==> src/rtl/nnfc_pkg.sv <==
// Shared definitions for the layer sequencer and the weight fetch path.
package nnfc_pkg;

   localparam int ADDR_W   = 10;
   localparam int NO_LANES = 4;
   localparam int LAYER_W  = 3;

   typedef enum logic [1:0] {
      IDLE  = 2'd0,
      FETCH = 2'd1,
      DRAIN = 2'd2
   } fetch_state_e;

endpackage

==> src/rtl/weight_fifo.sv <==
// Prefetch buffer between weight memory and the MAC lanes; a push and a pop
// in the same cycle are both honoured.
module weight_fifo #(
   parameter  int WIDTH      = 64,
   parameter  int FIFO_DEPTH = 4,
   localparam int PTR_W      = $clog2(FIFO_DEPTH),
   localparam int CNT_W      = PTR_W + 1
) (
   input  logic             clk,
   input  logic             rst,
   input  logic             push,
   input  logic [WIDTH-1:0] push_data,
   input  logic             pop,
   output logic [WIDTH-1:0] head,
   output logic             not_empty,
   output logic [CNT_W-1:0] count
);

   logic [WIDTH-1:0] mem_q [FIFO_DEPTH];
   logic [PTR_W-1:0] wr_ptr_q, wr_ptr_d;
   logic [PTR_W-1:0] rd_ptr_q, rd_ptr_d;
   logic [CNT_W-1:0] count_q, count_d;
   logic             do_push, do_pop;

   always_comb begin
      do_pop   = pop && (count_q != '0);
      do_push  = push && ((count_q != CNT_W'(FIFO_DEPTH)) || do_pop);
      wr_ptr_d = do_push ? wr_ptr_q + 1'b1 : wr_ptr_q;
      rd_ptr_d = do_pop ? rd_ptr_q + 1'b1 : rd_ptr_q;
      count_d  = count_q + CNT_W'(do_push) - CNT_W'(do_pop);
   end

   always_ff @(posedge clk or negedge rst) begin
      if (!rst) begin
         wr_ptr_q <= '0;
         rd_ptr_q <= '0;
         count_q  <= '0;
         for (int i = 0; i < FIFO_DEPTH; i++) mem_q[i] <= '0;
      end else begin
         wr_ptr_q <= wr_ptr_d;
         rd_ptr_q <= rd_ptr_d;
         count_q  <= count_d;
         if (do_push) mem_q[wr_ptr_q] <= push_data;
      end
   end

   assign head      = mem_q[rd_ptr_q];
   assign not_empty = (count_q != '0);
   assign count     = count_q;

endmodule

==> src/rtl/weight_fetch.sv <==
// Strided weight prefetch from fixed-latency memory into a small FIFO feeding
// the MAC lanes. Sticky underrun detection is built when WEIGHT_FETCH_UNDERRUN_CHK_EN is defined.
module weight_fetch #(
   parameter int ADDR_W      = nnfc_pkg::ADDR_W,
   parameter int DATA_W      = 16,
   parameter int NO_LANES    = nnfc_pkg::NO_LANES,
   parameter int FIFO_DEPTH  = 4,
   parameter int MEM_LATENCY = 2
) (
   input  logic                         clk,
   input  logic                         rst,
   input  logic                         arb_en,
   input  logic [ADDR_W-1:0]            base_addr,
   input  logic [ADDR_W-1:0]            start_offset,
   input  logic [ADDR_W-1:0]            stride,
   input  logic [10:0]                  fetch_len,
   input  logic [nnfc_pkg::LAYER_W-1:0] layer_no,
   input  logic [NO_LANES-1:0]          rd_en,
   output logic                         mem_req,
   output logic [ADDR_W-1:0]            mem_addr,
   input  logic [NO_LANES*DATA_W-1:0]   mem_rdata,
   output logic [NO_LANES*DATA_W-1:0]   w_data,
   output logic                         w_valid,
   output logic [nnfc_pkg::LAYER_W-1:0] cur_layer,
   output logic                         busy,
   output logic                         done,
   output logic                         underrun
);

   import nnfc_pkg::*;

   localparam int CNT_W = $clog2(FIFO_DEPTH) + 1;

   fetch_state_e         state_q, state_d;
   logic                 arb_en_q;
   logic [ADDR_W-1:0]    addr_q, addr_d;
   logic [ADDR_W-1:0]    stride_q, stride_d;
   logic [10:0]          remaining_q, remaining_d;
   logic [LAYER_W-1:0]   cur_layer_q, cur_layer_d;
   logic                 mem_req_q, mem_req_d;
   logic [ADDR_W-1:0]    mem_addr_q, mem_addr_d;
   logic                 done_q, done_d;
   logic [MEM_LATENCY-1:0] vld_q;

   logic                 start, push, pop, fifo_valid, credit_ok, drain_empty;
   logic [ADDR_W-1:0]    first_addr;
   logic [CNT_W-1:0]     fifo_count;
   int                   outstanding;

   assign push = vld_q[MEM_LATENCY-1];
   assign pop  = (|rd_en) && fifo_valid;

   weight_fifo #(
      .WIDTH      (NO_LANES*DATA_W),
      .FIFO_DEPTH (FIFO_DEPTH)
   ) u_fifo (
      .clk       (clk),
      .rst       (rst),
      .push      (push),
      .push_data (mem_rdata),
      .pop       (pop),
      .head      (w_data),
      .not_empty (fifo_valid),
      .count     (fifo_count)
   );

   // Credits cover the request being driven, words in the memory pipe and
   // FIFO entries; a pop this cycle frees its slot in time for the new word.
   always_comb begin
      start       = arb_en && !arb_en_q;
      first_addr  = base_addr + start_offset;
      outstanding = 32'(mem_req_q) + 32'($countones(vld_q)) + 32'(fifo_count) - 32'(pop);
      credit_ok   = (outstanding < FIFO_DEPTH);
      drain_empty = !mem_req_q && (vld_q == '0) &&
                    ((fifo_count == '0) || ((fifo_count == CNT_W'(1)) && pop));

      state_d     = state_q;
      addr_d      = addr_q;
      stride_d    = stride_q;
      remaining_d = remaining_q;
      cur_layer_d = cur_layer_q;
      mem_req_d   = 1'b0;
      mem_addr_d  = mem_addr_q;
      done_d      = 1'b0;

      case (state_q)
         IDLE: begin
            if (start) begin
               stride_d    = stride;
               cur_layer_d = layer_no;
               if (fetch_len == 11'd0) begin
                  remaining_d = 11'd0;
                  addr_d      = first_addr;
                  state_d     = DRAIN;
               end else begin
                  mem_req_d   = 1'b1;
                  mem_addr_d  = first_addr;
                  addr_d      = first_addr + stride;
                  remaining_d = fetch_len - 11'd1;
                  state_d     = (fetch_len == 11'd1) ? DRAIN : FETCH;
               end
            end
         end
         FETCH: begin
            if (credit_ok) begin
               mem_req_d   = 1'b1;
               mem_addr_d  = addr_q;
               addr_d      = addr_q + stride_q;
               remaining_d = remaining_q - 11'd1;
               if (remaining_q == 11'd1) state_d = DRAIN;
            end
         end
         DRAIN: begin
            if (drain_empty) begin
               done_d  = 1'b1;
               state_d = IDLE;
            end
         end
         default: state_d = IDLE;
      endcase
   end

   always_ff @(posedge clk or negedge rst) begin
      if (!rst) begin
         state_q     <= IDLE;
         arb_en_q    <= 1'b0;
         addr_q      <= '0;
         stride_q    <= '0;
         remaining_q <= '0;
         cur_layer_q <= '0;
         mem_req_q   <= 1'b0;
         mem_addr_q  <= '0;
         done_q      <= 1'b0;
         vld_q       <= '0;
      end else begin
         state_q     <= state_d;
         arb_en_q    <= arb_en;
         addr_q      <= addr_d;
         stride_q    <= stride_d;
         remaining_q <= remaining_d;
         cur_layer_q <= cur_layer_d;
         mem_req_q   <= mem_req_d;
         mem_addr_q  <= mem_addr_d;
         done_q      <= done_d;
         vld_q[0]    <= mem_req_q;
         for (int i = 1; i < MEM_LATENCY; i++) vld_q[i] <= vld_q[i-1];
      end
   end

`ifdef WEIGHT_FETCH_UNDERRUN_CHK_EN
   logic underrun_q, underrun_d;

   always_comb underrun_d = underrun_q || ((|rd_en) && !fifo_valid);

   always_ff @(posedge clk or negedge rst) begin
      if (!rst) underrun_q <= 1'b0;
      else      underrun_q <= underrun_d;
   end

   assign underrun = underrun_q;
`else
   assign underrun = 1'b0;
`endif

   assign mem_req   = mem_req_q;
   assign mem_addr  = mem_addr_q;
   assign cur_layer = cur_layer_q;
   assign busy      = (state_q != IDLE);
   assign done      = done_q;
   assign w_valid   = fifo_valid;

endmodule
==> config.mk <==
export PLATFORM = sky130hd
export DESIGN_NAME = weight_fetch
export DESIGN_NICKNAME = d
export VERILOG_FILES = /design/src/rtl/nnfc_pkg.sv /design/src/rtl/weight_fifo.sv /design/src/rtl/weight_fetch.sv
export SDC_FILE = /design/constraint.sdc
export NUM_CORES = 1
export LEC_CHECK = 0
export CELL_PAD_IN_SITES_DETAIL_PLACEMENT = 1
export CELL_PAD_IN_SITES_GLOBAL_PLACEMENT = 1
export CORE_ASPECT_RATIO = 0.9
export CORE_MARGIN = 4
export CORE_UTILIZATION = 50
export DETAILED_ROUTE_END_ITERATION = 8
export PLACE_DENSITY = 0.95
export SYNTH_ARGS = -nofsm -noshare
export SYNTH_HDL_FRONTEND = slang
export SYNTH_SLANG_ARGS = --single-unit
==> constraint.sdc <==
create_clock -name clk -period 5.15 [get_ports clk]
set_clock_uncertainty 0.15 [all_clocks]
set_input_delay 0.515 -clock clk [delete_from_list [all_inputs] [get_ports clk]]
set_output_delay 0.515 -clock clk [all_outputs]
set_load 0.01 [all_outputs]
# After elaboration in Yosys (flattened, before gate mapping)
# Cells that the tools add are included.
dict set report word_totals {
  inputBits 115
  ff_bits 314
  memories 0
  romBits 0
  latchBits 0
  mem_bits_rw 0
  out_inout_bits 82
  elab_cells 102
}
dict set report op_classes {
  magnitude_cmp 4
  bitwise_logic 2
  mul 0
  mux 31
  n_addsub 13
  shift 0
  div_mod_pow 0
  n_reduce_logical 24
  eq_ne 11
}
# operator count
set op_table {}
lappend op_table {{256-bit bitwise mux} 1}
lappend op_table {{64-bit two-way mux} 3}
lappend op_table {{64-bit binary-select mux with 2-bit select} 1}
lappend op_table {{64-bit demux with 2-bit select} 1}
lappend op_table {{10-bit two-way mux} 6}
lappend op_table {{10-bit one-hot mux with 2 select lines} 2}
lappend op_table {{11-bit two-way mux} 3}
lappend op_table {{10-bit adder} 3}
lappend op_table {{11-bit by 1-bit equality test with 1-bit output, second input constant} 2}
lappend op_table {{11-bit one-hot mux with 2 select lines} 1}
lappend op_table {{11-bit by 1-bit subtractor with 11-bit output, second input constant} 2}
lappend op_table {{2-bit two-way mux} 6}
lappend op_table {{11-bit zero test} 1}
lappend op_table {{2-bit != test, second input constant} 5}
lappend op_table {{1-bit logical AND} 8}
lappend op_table {{4-bit AND reduction} 2}
lappend op_table {{3-bit >= comparator, second input constant} 2}
lappend op_table {{2-bit inverter with 3-bit output} 2}
lappend op_table {{2-bit one-hot mux with 3 select lines} 1}
lappend op_table {{5-bit by 4-bit less-than comparator with 1-bit output, second input constant} 1}
lappend op_table {{1-bit two-way mux} 5}
lappend op_table {{4-bit by 1-bit subtractor with 5-bit output} 1}
lappend op_table {{2-bit by 1-bit adder with 2-bit output, second input constant} 2}
lappend op_table {{3-bit by 3-bit adder with 4-bit output} 1}
lappend op_table {{19 further kinds} 23}

# Depth between registers and ports, before layout
# Gate-level depths: netlist (run 1).
dict set report logic_depth {
  depth_word 7
  depth_mapped 15
  ltp_nobuf 15
}

# By module
# Synthesis (run 1) repeated with hierarchy kept, for this count alone.
dict set report hier_totals {
  cells_unflattened 1125
  hier_area_um2 15509.9
}
# mod area_per_inst_um2 seq_area_each_um2 cells_per_inst instances
set modules_own_cells {}
lappend modules_own_cells {weight_fifo 11496.0 6581.3 652 1}
lappend modules_own_cells {weight_fetch 4013.8 1276.2 473 1}

# Worst setup path before layout (run 1)
# No wires, ideal clock.
dict set report synth_path {
  path_kind {in2reg}
  start {in rd_en[1]}
  end {reg addr_q[0]}
  setup_time_ns 0.125
  n_path_buf 0
  t_arrival_ns 3.561
  t_required_ns 4.875
  slack_ns 1.314
  cell_stages 12
  cell_sequence {nor4_1 a21oi_1 ha_1 fa_1 inv_1 ha_1 and3b_1 or4b_4 a21boi_4 o21ai_1 nand2_1 mux2_2}
}
dict set report synth_between {
  elab_chain_cells 6
}
# element line_no
set synth_rtl {}
lappend synth_rtl {{start: declaration} weight_fetch.sv:18} ;# input logic [NO_LANES-1:0] rd_en,
lappend synth_rtl {{4-bit OR reduction} weight_fetch.sv:51} ;# assign pop = (|rd_en) && fifo_valid;
lappend synth_rtl {{1-bit logical AND} weight_fetch.sv:51}
lappend synth_rtl {{4-bit by 1-bit subtractor with 5-bit output} weight_fetch.sv:72} ;# outstanding = 32'(mem_req_q) + 32'($countones(vld_q)) + 32'(fifo_count) - 32'(pop);
lappend synth_rtl {{5-bit by 4-bit less-than comparator with 1-bit output} weight_fetch.sv:73} ;# credit_ok = (outstanding < FIFO_DEPTH);
lappend synth_rtl {{2-bit != test (no line)} --}
lappend synth_rtl {{3-bit AND reduction (no line)} --}
lappend synth_rtl {{end signal: assignment} weight_fetch.sv:138} ;# addr_q <= addr_d;
lappend synth_rtl {{end: declaration} weight_fetch.sv:36} ;# logic [ADDR_W-1:0] addr_q, addr_d;
# No other way between the ends.
# A chain may end at the register's enable or synchronous reset.

# Final worst setup path (run 1)
dict set report layout_path {
  start {in rd_en[1]}
  end {reg mem_addr_q[9], in the netlist mem_addr[9]}
}
dict set report layout_between {
  elab_chain_cells 6
}
# element line_no
set layout_rtl {}
lappend layout_rtl {{4-bit OR reduction} weight_fetch.sv:51}
lappend layout_rtl {{1-bit logical AND} weight_fetch.sv:51}
lappend layout_rtl {{4-bit by 1-bit subtractor with 5-bit output} weight_fetch.sv:72}
lappend layout_rtl {{5-bit by 4-bit less-than comparator with 1-bit output} weight_fetch.sv:73}
lappend layout_rtl {{2-bit != test (no line)} --}
lappend layout_rtl {{4-bit AND reduction (no line)} --}
lappend layout_rtl {{end signal: assignment} weight_fetch.sv:143} ;# mem_addr_q <= mem_addr_d;
lappend layout_rtl {{end: declaration} weight_fetch.sv:41} ;# logic [ADDR_W-1:0] mem_addr_q, mem_addr_d;
# No other way between the ends.

==> results of run 1 <==
[cells in the mapped netlist (4+ instances only)]
cell type,number
sky130_fd_sc_hd__a211oi_1,10
sky130_fd_sc_hd__a21o_1,7
sky130_fd_sc_hd__a21oi_1,32
sky130_fd_sc_hd__a31oi_1,12
sky130_fd_sc_hd__and3_1,4
sky130_fd_sc_hd__buf_1,6
sky130_fd_sc_hd__buf_2,31
sky130_fd_sc_hd__clkbuf_1,18
sky130_fd_sc_hd__dfrtp_1,314
sky130_fd_sc_hd__fa_1,5
sky130_fd_sc_hd__ha_1,43
sky130_fd_sc_hd__inv_1,32
sky130_fd_sc_hd__mux2_1,258
sky130_fd_sc_hd__mux2_2,6
sky130_fd_sc_hd__mux2_4,9
sky130_fd_sc_hd__mux4_2,64
sky130_fd_sc_hd__nand2_1,73
sky130_fd_sc_hd__nand2_2,4
sky130_fd_sc_hd__nand3_1,12
sky130_fd_sc_hd__nor2_1,38
sky130_fd_sc_hd__nor2b_1,4
sky130_fd_sc_hd__nor3_1,13
sky130_fd_sc_hd__nor4_1,4
sky130_fd_sc_hd__o211ai_1,5
sky130_fd_sc_hd__o21a_1,5
sky130_fd_sc_hd__o21ai_0,15
sky130_fd_sc_hd__o21ai_1,6
sky130_fd_sc_hd__o22ai_1,6
sky130_fd_sc_hd__o31ai_1,4
sky130_fd_sc_hd__o32a_1,4
sky130_fd_sc_hd__or3_1,6
sky130_fd_sc_hd__xnor2_1,17
sky130_fd_sc_hd__xor2_1,9
[metrics by stage]
step | util | total power, W | instances
2_1_floorplan | - | 0.00843 | 1140
3_3_place_gp | 0.592 | 0.0106 | 1697
3_5_place_dp | 0.592 | 0.0112 | 1697
4_1_cts | 0.629 | 0.0139 | 1757
5_1_grt | 0.629 | 0.0146 | 1758
6_report | 0.629 | 0.0138 | 1758
[logic make-up (layout without fill, tap and decap cells)]
logic type / Yosys count / after routing / synth area share
simple gates: 181 / 181 / 0.0562
other cells: 1 / 2 / 0.000241
mux: 340 / 340 / 0.295
flops: 314 / 314 / 0.506
fa+ha+maj: 48 / 48 / 0.0411
xor+xnor: 26 / 26 / 0.0147
compound gates: 139 / 139 / 0.0617
buf+inv: 91 / 305 / 0.0252
[final timing paths]
check | start | to | slack [ns] | cells after the start
hold / removal | vld_q[0] | vld_q[1] | 0.27 | 0
min in group asynchronous | rst | u_fifo.mem_q[11] | 0.48 | 2
setup / recovery | rd_en[1] | mem_addr[9] | 0.82 | 13
max in group asynchronous | rst | u_fifo.mem_q[115] | 3.20 | 3
hold reg to reg | vld_q[0] | vld_q[1] | 0.27 | 0
setup reg to reg | u_fifo.count[2] | mem_addr[9] | 0.95 | 12
[state kept, by name, indices dropped and copies added (netlist names)]
signal / count
addr_q: 10
arb_en_q: 1
cur_layer: 3
done: 1
mem_addr: 10
mem_req: 1
remaining_q: 11
state_q: 2
stride_q: 10
u_fifo.count: 3
u_fifo.mem_q: 256
u_fifo.rd_ptr_q: 2
u_fifo.wr_ptr_q: 2
vld_q: 2
[layout make-up]
class	count	area share
Antenna cell	1	0.000131
Clock buffer	49	0.0514
Inverter	34	0.00670
Timing Repair Buffer	212	0.112
Tap cell	403	0.0265
Sequential cell	314	0.413
Multi-Input combinational cell	735	0.383
Clock inverter	10	0.00749
[per-layer routing]
layer,share of wire,global-route usage,vias to the layer above
li1,-,-,4602
met1,0.42,0.345,5584
met2,0.51,0.471,298
met3,0.042,0.0401,86
met4,0.026,0.0770,0
met5,0,0,-
[where the power goes]
part	internal (W)	switching (W)
sequential	0.00376	0.000985
clock	0.00144	0.00107
combinational	0.00350	0.00304
[worst max-delay path, stage by stage]
cell,delay [ns]
sky130_fd_sc_hd__clkdlybuf4s50_1,0.41
sky130_fd_sc_hd__nor4_1,0.54
sky130_fd_sc_hd__a21oi_1,0.23
sky130_fd_sc_hd__ha_1,0.35
sky130_fd_sc_hd__fa_1,0.37
sky130_fd_sc_hd__inv_1,0.08
sky130_fd_sc_hd__ha_1,0.22
sky130_fd_sc_hd__and3b_1,0.20
sky130_fd_sc_hd__o21ai_1,0.23
sky130_fd_sc_hd__a21boi_4,0.11
sky130_fd_sc_hd__o21a_4,0.25
sky130_fd_sc_hd__a21oi_2,0.69
sky130_fd_sc_hd__mux2_1,0.39
[timing repair]
item | 4_1_cts | 5_1_grt
hold buffers | 1 | 0
buffers inserted | 0 | 0
hold endpoints to repair | 106 | 0
==> reports/summary.log, run 1 <==
[synthesis] FF+latch count, synth 314
[synthesis] cell area after synthesis 0.0155 mm²
[timing] TNS Setup 0 ns
[pwr] static leakage 8.12 nW
[synthesis] number of different library cells in the post-synthesis netlist 73
[die] Die Y 175 µm
[synthesis] number of enable flip-flop cells after synthesis 0
[detailed_routing] DRC 0
[layout] layout filler cell count 2863
[placement] worst slack, placed 0.260 ns
[synthesis] portion of synthesized cell area occupied by the leading cell type 0.506
[detailed_routing] initial DRC count 488
[timing] timing-limited maximum frequency 0.231 GHz
[synthesis] net count after synthesis 1303
[synthesis] mean post-synth cell area 13.6 µm²
[timing] Slew Limit Fails 0
[worst_setup_path] CP Max Fanout 11
[placement] number of input and output port buffers inserted 195
[worst_setup_path] Setup CP Type in -> reg
[synthesis] synthesized instance count 1140
[detailed_routing] Vias 10600
[global_routing] global-route wire length before repair 72600 µm
[timing] worst hold slack across all endpoints 0.269 ns
[layout] net count of the finished layout 1495
[layout] most common cell after layout, fill and taps aside sky130_fd_sc_hd__dfrtp_1
[placement] GP Congestion 0.878
[global_routing] maximum number of pins on one net before global-route repair 109
[die] I/O pin count 197
[pwr] total power divided by cell area 724 mW/mm²
[synthesis] portion of the post-synthesis area used by sequential elements 0.506
[cts] buffers from clock root to sink, at most 3
[global_routing] number of antenna violations at the first check in global routing 1
[pwr] worst IR drop on VDD 0.383 mV
[layout] area used by sequential logic in the layout 0.00786 mm²
[layout] Syn-to-layout area delta 22.6%
[layout] area occupied by multi-input gates 0.00730 mm²
[layout] final instance area 0.0190 mm²
[die] width of the die 194 µm
[worst_setup_path] Required @ worst endpoint 5.41 ns
[synthesis] yosys warns 0
[worst_setup_path] type of destination of the critical path flop
[timing] unrepaired setup endpoints after global routing no
[timing] Max transition margin 0.259
[layout] highest-count cells in the layout ignoring fill and taps sky130_fd_sc_hd__dfrtp_1 (312), sky130_fd_sc_hd__mux2_1 (258), sky130_fd_sc_hd__clkdlybuf4s50_1 (194)
[worst_setup_path] critical path data arrival time 4.59 ns
[global_routing] grt total ovfl 0
[global_routing] total routing usage reported by global routing 0.267
[synthesis] proportion of register bits with asynchronous set or reset after synthesis 1.00
[min_path] worst min path class reg -> reg
[detailed_routing] Pre-antenna DRT Iters 4
[placement] Placement Cell Area 0.0179 mm²
[job] number of maximum-capacitance constraint violations 0
[timing] count of final hold-check violations 0
[timing] setup violators final 0
[timing] worst slew pin tran 1.11 ns
[timing] Tmin final 4.33 ns
[synthesis] leading cell types by total area after synthesis sky130_fd_sc_hd__dfrtp_1 (51%), sky130_fd_sc_hd__mux2_1 (19%), sky130_fd_sc_hd__mux4_2 (9.3%), sky130_fd_sc_hd__ha_1 (3.5%), sky130_fd_sc_hd__nand2_1 (1.8%)
[placement] placed wire-length estimate after detailed placement 29300 µm
[synthesis] prevailing post-synth register cell sky130_fd_sc_hd__dfrtp_1
[die] standard-cell row count 60
[cts] H-tree depth reported by CTS 2
[cts] Gates resized, CTS repair 0
[detailed_routing] post-DR vias/cell 6.01
[die] initial standard-cell utilization of the core 0.513
[cts] insertion delay to the later sink of the worst-skew pair 0.52 ns
[die] die area 0.0339 mm²
[layout] layout cells sized above 1 0.120
[worst_setup_path] launching element type of the critical path input pin
[cts] Sink Count 314
[cts] number of buffers inserted during clock tree synthesis 35
[cts] CTS tree built
[cts] cell at the root of the clock tree sky130_fd_sc_hd__clkbuf_16
[detailed_routing] average routed wire per standard cell 25.6 µm
[synthesis] library cell with the largest summed area after synthesis sky130_fd_sc_hd__dfrtp_1
[status] run status completed
[global_routing] via count of the first global-routing pass 12100
[detailed_routing] overall routed net length 45000 µm
[detailed_routing] Antenna Violating Nets Remaining 0
[die] total core area 0.0303 mm²
[cts] Clock Pin Slew Worst Setup and Hold Paths 0.06 ns
[timing] min setup slack post-route 0.820 ns
[timing] final critical-path share of the clock period 0.841
No activity file was read; power rests on OpenSTA's default activity.
==> run 2, diff against run 1 <==
CORE_UTILIZATION = 46   (was 50)
PLACE_DENSITY = 0.9   (was 0.95)
clock period = 4 ns   (was 5.15 ns; I/O delays follow)
==> reports/summary.log, run 2 (same netlist as run 1, synthesis figures left out) <==
[global_routing] total routing usage reported by global routing 0.238 [was 0.267]
[cts] cell at the root of the clock tree sky130_fd_sc_hd__clkbuf_16 [unchanged]
[pwr] total power divided by cell area 915 mW/mm² [was 724 mW/mm²]
[cts] buffers from clock root to sink, at most 3 [unchanged]
[worst_setup_path] library cell appearing most often on the critical path sky130_fd_sc_hd__buf_4 [was sky130_fd_sc_hd__ha_1]
[timing] final critical-path share of the clock period 0.955
[timing] Max transition margin 0.340 [was 0.259]
[timing] count of final hold-check violations 0 [unchanged]
[worst_setup_path] number of cells on the worst reg-to-reg path 14 [was 12]
[worst_setup_path] cell with the largest stage delay on the worst path sky130_fd_sc_hd__or4b_4 [was sky130_fd_sc_hd__a21oi_2]
[min_path] Hold EP arb_en_q [was vld_q[1]]
[die] die area 0.0368 mm² [was 0.0339 mm²]
[timing] min setup slack post-route 0.181 ns [was 0.820 ns]
[cts] CTS tree built [unchanged]
[worst_setup_path] Required @ worst endpoint 4.27 ns [was 5.41 ns]
[worst_setup_path] type of destination of the critical path flop [unchanged]
[job] number of maximum-capacitance constraint violations 0 [unchanged]
[cts] Sink Count 314 [unchanged]
[layout] area occupied by multi-input gates 0.00731 mm² [was 0.00730 mm²]
[min_path] worst min path class in -> reg [was reg -> reg]
[placement] worst slack, placed -0.431 ns [was 0.260 ns]
[placement] number of input and output port buffers inserted 195 [unchanged]
[worst_setup_path] critical path data arrival time 4.09 ns [was 4.59 ns]
[global_routing] peak-usage layer in the global routing report met2 [unchanged]
[placement] GP Congestion 0.835 [was 0.878]
[worst_setup_path] Setup CP Type in -> reg [unchanged]
[placement] placed wire-length estimate after detailed placement 28700 µm [was 29300 µm]
[timing] timing-limited maximum frequency 0.262 GHz
[cts] Clock Pin Slew Worst Setup and Hold Paths 0.06 ns [about the same]
[worst_setup_path] worst path cell trace clkdlybuf4s50_1, nor4_1, buf_4, a21oi_1, ha_1, fa_1, inv_1, ha_1, and3b_1, or4b_4, a21boi_4, o21a_4, buf_4, nor2_1, buf_4, a211oi_1 [was clkdlybuf4s50_1, nor4_1, a21oi_1, ha_1, fa_1, inv_1, ha_1, and3b_1, o21ai_1, a21boi_4, o21a_4, a21oi_2, mux2_1]
[worst_setup_path] peak per-stage delay on the critical path 0.50 ns [was 0.69 ns]
[layout] number of flip-flops in the largest register 256 [unchanged]
[die] I/O pin count 197 [unchanged]
[min_path] min-delay src arb_en [was vld_q[0]]
[timing] worst slew pin tran 0.990 ns [was 1.11 ns]
[global_routing] met1 routing resource usage after global routing 0.304 [was 0.345]
[detailed_routing] Pre-antenna DRT Iters 5 [was 4]
[pwr] worst IR drop on VDD 0.400 mV [was 0.383 mV]
[layout] area used by sequential logic in the layout 0.00786 mm² [unchanged]
[die] width of the die 202 µm [was 194 µm]
[global_routing] met3 Resource Use GR 0.0418 [was 0.0401]
[layout] final instance area 0.0194 mm² [was 0.0190 mm²]
[detailed_routing] initial DRC count 613 [was 488]
[timing] unrepaired setup endpoints after global routing no [unchanged]
[global_routing] maximum number of pins on one net before global-route repair 121 [was 109]
[cts] insertion delay to the later sink of the worst-skew pair 0.52 ns [about the same]
[worst_setup_path] R2R Setup Slk 0.26 ns [was 0.95 ns]
[detailed_routing] Vias 10500 [was 10600]
[global_routing] grt total ovfl 0 [unchanged]
[die] initial standard-cell utilization of the core 0.469 [was 0.513]
[cts] postcts setup bufs 0 [unchanged]
[global_routing] global-route wire length before repair 69800 µm [was 72600 µm]
[detailed_routing] Antenna Violating Nets Remaining 0 [unchanged]
[timing] Slew Limit Fails 0 [unchanged]
[detailed_routing] average routed wire per standard cell 24.0 µm [was 25.6 µm]
[layout] most common cell after layout, fill and taps aside sky130_fd_sc_hd__dfrtp_1 [unchanged]
[status] run status completed [unchanged]
[detailed_routing] DRC 0 [unchanged]
[detailed_routing] post-DR vias/cell 5.78 [was 6.01]
[worst_setup_path] launching element of the worst setup path rd_en[1] [unchanged]
[global_routing] global-route met2 utilization 0.423 [was 0.471]
[timing] setup violators final 0 [unchanged]
[worst_setup_path] endpoint of the worst-slack reg-to-reg timing path remaining_q[0] [was mem_addr[9]]
[pwr] overall power of the completed layout 0.0177 W [was 0.0138 W]
[detailed_routing] overall routed net length 43400 µm [was 45000 µm]
[min_path] number of instances on the worst hold path 1 [was 0]
[global_routing] via count of the first global-routing pass 12100 [about the same]
[timing] Tmin final 3.82 ns
[placement] Placement Cell Area 0.0183 mm² [was 0.0179 mm²]
[global_routing] number of antenna violations at the first check in global routing 1 [unchanged]
[worst_setup_path] launching element type of the critical path input pin [unchanged]
[die] standard-cell row count 63 [was 60]
[layout] layout cells sized above 1 0.140 [was 0.120]
[layout] layout filler cell count 3199 [was 2863]
[layout] highest-count cells in the layout ignoring fill and taps sky130_fd_sc_hd__dfrtp_1 (312), sky130_fd_sc_hd__mux2_1 (258), sky130_fd_sc_hd__clkdlybuf4s50_1 (194) [unchanged]
[layout] Syn-to-layout area delta 24.8% [was 22.6%]
[pwr] static leakage 8.32 nW [was 8.12 nW]
[die] Die Y 182 µm [was 175 µm]
[layout] Most flops, register u_fifo.mem_q [unchanged]
[layout] net count of the finished layout 1529 [was 1495]
[worst_setup_path] CP Max Fanout 7 [was 11]
[cts] H-tree depth reported by CTS 2 [unchanged]
[worst_setup_path] Reg2Reg Launch Point u_fifo.count[1] [was u_fifo.count[2]]
[cts] number of buffers inserted during clock tree synthesis 35 [unchanged]
[die] total core area 0.0331 mm² [was 0.0303 mm²]
[layout] Largest regs u_fifo.mem_q x256, remaining_q x11 [unchanged]
-- run 2: power by group --
group          internal [W]  switching (W)
Clock               0.00178        0.00130
Combinational       0.00473        0.00387
Sequential          0.00484        0.00120
Total                0.0113        0.00638
-- run 2: worst max path at each step --
| stage | to | slack (ns) |
|---|---|---|
| 6_report | remaining_q[0] | 0.18 |
| 5_1_grt | remaining_q[0] | 0.08 |
| 4_1_cts | mem_addr[9] | 0.12 |
| 3_5_place_dp | mem_addr[9] | -0.43 |
| 3_3_place_gp | mem_addr[9] | -0.32 |
| 2_1_floorplan | addr_q[0] | 0.28 |
-- run 2: cell type report --
cell class | instances | share of cell area
Sequential cell | 314 | 0.406
Multi-Input combinational cell | 735 | 0.377
Timing Repair Buffer | 246 | 0.128
Clock buffer | 50 | 0.0507
Tap cell | 422 | 0.0272
Inverter | 34 | 0.00659
Clock inverter | 9 | 0.00439
Antenna cell | 1 | 0.000129
-- run 2: repair_timing --
| item | 4_1_cts | 5_1_grt |
|---|---|---|
| endpoints found under the hold margin | 113 | 0 |
| gates resized for setup | 0 | 1 |
| hold buffers | 1 | 0 |
| endpoints found under the setup margin | 0 | 1 |
-- run 2: routing by layer --
metal	vias to the layer above	part of all wire
li1	4657	-
met5	-	0
met1	5458	0.42
met2	284	0.51
met3	66	0.045
met4	0	0.023
-- run 2: critical path, delay by kind of cell --
| kind | cells | cell delay, ns |
|---|---|---|
| compound gates | 4 | 0.63 |
| fa+ha+maj | 3 | 0.88 |
| buf+inv | 5 | 1.04 |
| simple gates | 4 | 1.12 |
-- run 2: per-stage QoR --
stage | utilization | std cells | hold slack (ns) | TNS (ns)
after floorplan | - | 1140 | -0.0456 | 0
after global placement | 0.552 | 1750 | 0.242 | -6.45
after detailed placement | 0.552 | 1750 | 0.276 | -9.72
after CTS | 0.585 | 1810 | 0.196 | 0
after global routing | 0.585 | 1811 | 0.217 | 0
final | 0.585 | 1811 | 0.218 | 0
==> run 3, diff against run 2 <==
CORE_MARGIN = unset   (was 4)
==> reports/summary.log, run 3 (same netlist as run 1, synthesis figures left out) <==
[layout] Largest regs u_fifo.mem_q x256, remaining_q x11 [unchanged]
[detailed_routing] initial DRC count 491 [was 613]
[timing] setup violators final 0 [unchanged]
[die] width of the die 196 µm [was 202 µm]
[timing] Slew Limit Fails 0 [unchanged]
[detailed_routing] DRC 0 [unchanged]
[global_routing] via count of the first global-routing pass 11800 [was 12100]
[detailed_routing] overall routed net length 41900 µm [was 43400 µm]
[pwr] static leakage 8.30 nW [was 8.32 nW]
[timing] TNS Setup 0 ns [unchanged]
[cts] CTS tree built [unchanged]
[status] run status completed [unchanged]
[global_routing] grt total ovfl 0 [unchanged]
[timing] count of final hold-check violations 0 [unchanged]
[placement] number of input and output port buffers inserted 195 [unchanged]
[placement] placed wire-length estimate after detailed placement 28600 µm [was 28700 µm]
[placement] worst slack, placed -0.451 ns [was -0.431 ns]
[timing] Tmin final 3.77 ns [was 3.82 ns]
[global_routing] total routing usage reported by global routing 0.249 [was 0.238]
[job] number of maximum-capacitance constraint violations 0 [unchanged]
[timing] min setup slack post-route 0.227 ns [was 0.181 ns]
[worst_setup_path] buffer and inverter count on the worst path 4 [was 5]
[die] standard-cell row count 63 [unchanged]
[cts] Sink Count 314 [unchanged]
[min_path] worst min path class in -> reg [unchanged]
[cts] postcts setup bufs 0 [unchanged]
[detailed_routing] post-DR vias/cell 5.82 [was 5.78]
[die] Die Y 176 µm [was 182 µm]
[worst_setup_path] launching element type of the critical path flop [was input pin]
[timing] worst hold slack across all endpoints 0.232 ns [was 0.218 ns]
[die] die area 0.0345 mm² [was 0.0368 mm²]
[layout] Syn-to-layout area delta 24.7% [was 24.8%]
[global_routing] maximum number of pins on one net before global-route repair 105 [was 121]
[pwr] worst IR drop on VDD 0.419 mV [was 0.400 mV]
[cts] H-tree depth reported by CTS 2 [unchanged]
[cts] number of buffers inserted during clock tree synthesis 35 [unchanged]
[global_routing] number of antenna violations at the first check in global routing 4 [was 1]
[worst_setup_path] critical path data arrival time 4.03 ns [was 4.09 ns]
[detailed_routing] average routed wire per standard cell 23.2 µm [was 24.0 µm]
[pwr] total power divided by cell area 914 mW/mm² [was 915 mW/mm²]
[layout] most common cell after layout, fill and taps aside sky130_fd_sc_hd__dfrtp_1 [unchanged]
[timing] timing-limited maximum frequency 0.265 GHz [was 0.262 GHz]
[worst_setup_path] Setup CP Type reg -> reg [was in -> reg]
[worst_setup_path] worst path cell trace clkinv_1, a21oi_1, ha_1, fa_1, inv_1, ha_1, and3b_1, or4b_4, a21boi_4, o21a_4, buf_4, nor2_1, buf_4, o31ai_1 [was clkdlybuf4s50_1, nor4_1, buf_4, a21oi_1, ha_1, fa_1, inv_1, ha_1, and3b_1, or4b_4, a21boi_4, o21a_4, buf_4, nor2_1, buf_4, a211oi_1]
[die] I/O pin count 197 [unchanged]
[layout] Most flops, register u_fifo.mem_q [unchanged]
[layout] net count of the finished layout 1521 [was 1529]
[detailed_routing] Vias 10500 [about the same]
[layout] number of flip-flops in the largest register 256 [unchanged]
[placement] GP Congestion 0.836 [was 0.835]
[detailed_routing] Pre-antenna DRT Iters 4 [was 5]
[worst_setup_path] gate family responsible for the most delay along the worst path adder cells [was simple AND/OR/NAND/NOR gates]
[global_routing] global-route wire length before repair 67200 µm [was 69800 µm]
[cts] insertion delay to the later sink of the worst-skew pair 0.51 ns [was 0.52 ns]
[layout] number of non-filler instances in the completed layout 1805 [was 1811]
[timing] final critical-path share of the clock period 0.943 [was 0.955]
[timing] unrepaired setup endpoints after global routing no [unchanged]
[worst_setup_path] CP Max Fanout 7 [unchanged]
[worst_setup_path] type of destination of the critical path flop [unchanged]
[cts] cell at the root of the clock tree sky130_fd_sc_hd__clkbuf_16 [unchanged]
[layout] layout cells sized above 1 0.138 [was 0.140]
[worst_setup_path] Required @ worst endpoint 4.26 ns [was 4.27 ns]
[timing] Max transition margin 0.477 [was 0.340]
[placement] number of placed instances with taps included 1742 [was 1750]
[layout] utilization of the core after routing 0.585 [about the same]
[cts] buffers from clock root to sink, at most 3 [unchanged]
[cts] Clock Pin Slew Worst Setup and Hold Paths 0.06 ns [about the same]
[detailed_routing] Antenna Violating Nets Remaining 0 [unchanged]
[die] initial standard-cell utilization of the core 0.469 [unchanged]
[layout] highest-count cells in the layout ignoring fill and taps sky130_fd_sc_hd__dfrtp_1 (312), sky130_fd_sc_hd__mux2_1 (258), sky130_fd_sc_hd__clkdlybuf4s50_1 (194) [unchanged]
[die] total core area 0.0331 mm² [unchanged]
[worst_setup_path] peak per-stage delay on the critical path 0.50 ns [about the same]
[worst_setup_path] cell with the largest stage delay on the worst path sky130_fd_sc_hd__or4b_4 [unchanged]
[timing] worst slew pin tran 0.782 ns [was 0.990 ns]
==> run 3: routing by layer <==
metal  routed length [µm]  vias up  track usage  share of wire
li1                     -     4652            -              -
met2                21600      259        0.441           0.52
met1                17300     5525        0.311           0.41
met5                   31        -            0        0.00074
met4                  922        4       0.0677          0.022
met3                 2030       64       0.0489          0.048
==> run 3: power by group <==
group	internal [W]	switching, W	total [W]	leakage, nW
sequential	0.00483	0.00116	0.00600	3.74
clock	0.00188	0.00131	0.00319	0.563
combinational	0.00465	0.00386	0.00851	3.99
==> run 3: through the flow <==
step,total power (W),cell area [µm²]
finish,0.0177,19400
global route,0.0187,19400
CTS,0.0178,19300
detailed placement,0.0145,18200
global placement,0.0138,18200
floorplan,0.0109,15500
==> run 3: path summary, 6_finish.rpt <==
| path | slack (ns) | depth (start not counted) | start | end |
|---|---|---|---|---|
| worst max register to register | 0.23 | 14 | u_fifo.count[2] | addr_q[8] |
| worst min register to register | 0.26 | 0 | vld_q[0] | vld_q[1] |
| min in group asynchronous | 0.28 | 2 | rst | u_fifo.mem_q[202] |
| worst max-delay path | 0.23 | 14 | u_fifo.count[2] | addr_q[8] |
| worst min-delay path | 0.23 | 1 | arb_en | arb_en_q |
| max in group asynchronous | 2.39 | 3 | rst | u_fifo.mem_q[237] |
==> run 3: worst reg2reg max path, delay by kind of cell, from the launching register on <==
family	cells	cell delay (ns)
fa+ha+maj	3	0.85
compound gates	4	0.83
flops	1	0.42
buf+inv	4	0.62
simple gates	3	0.80
==> run 3: final cells by class <==
type | count | area (µm²)
diodes | 2 | 5.00
repair buffers | 238 | 2380
inverters | 34 | 128
well taps | 422 | 528
clock buffers | 53 | 1040
flip-flops and latches | 314 | 7860
fillers | 3178 | 13700
multi-input cells | 735 | 7320
clock inverters | 7 | 101
==> run 3: timing repair <==
item / CTS / global route
gates resized for setup: 0 / 2
endpoints found under the setup margin: 0 / 10
endpoints found under the hold margin: 73 / 0
hold buffers: 1 / 0
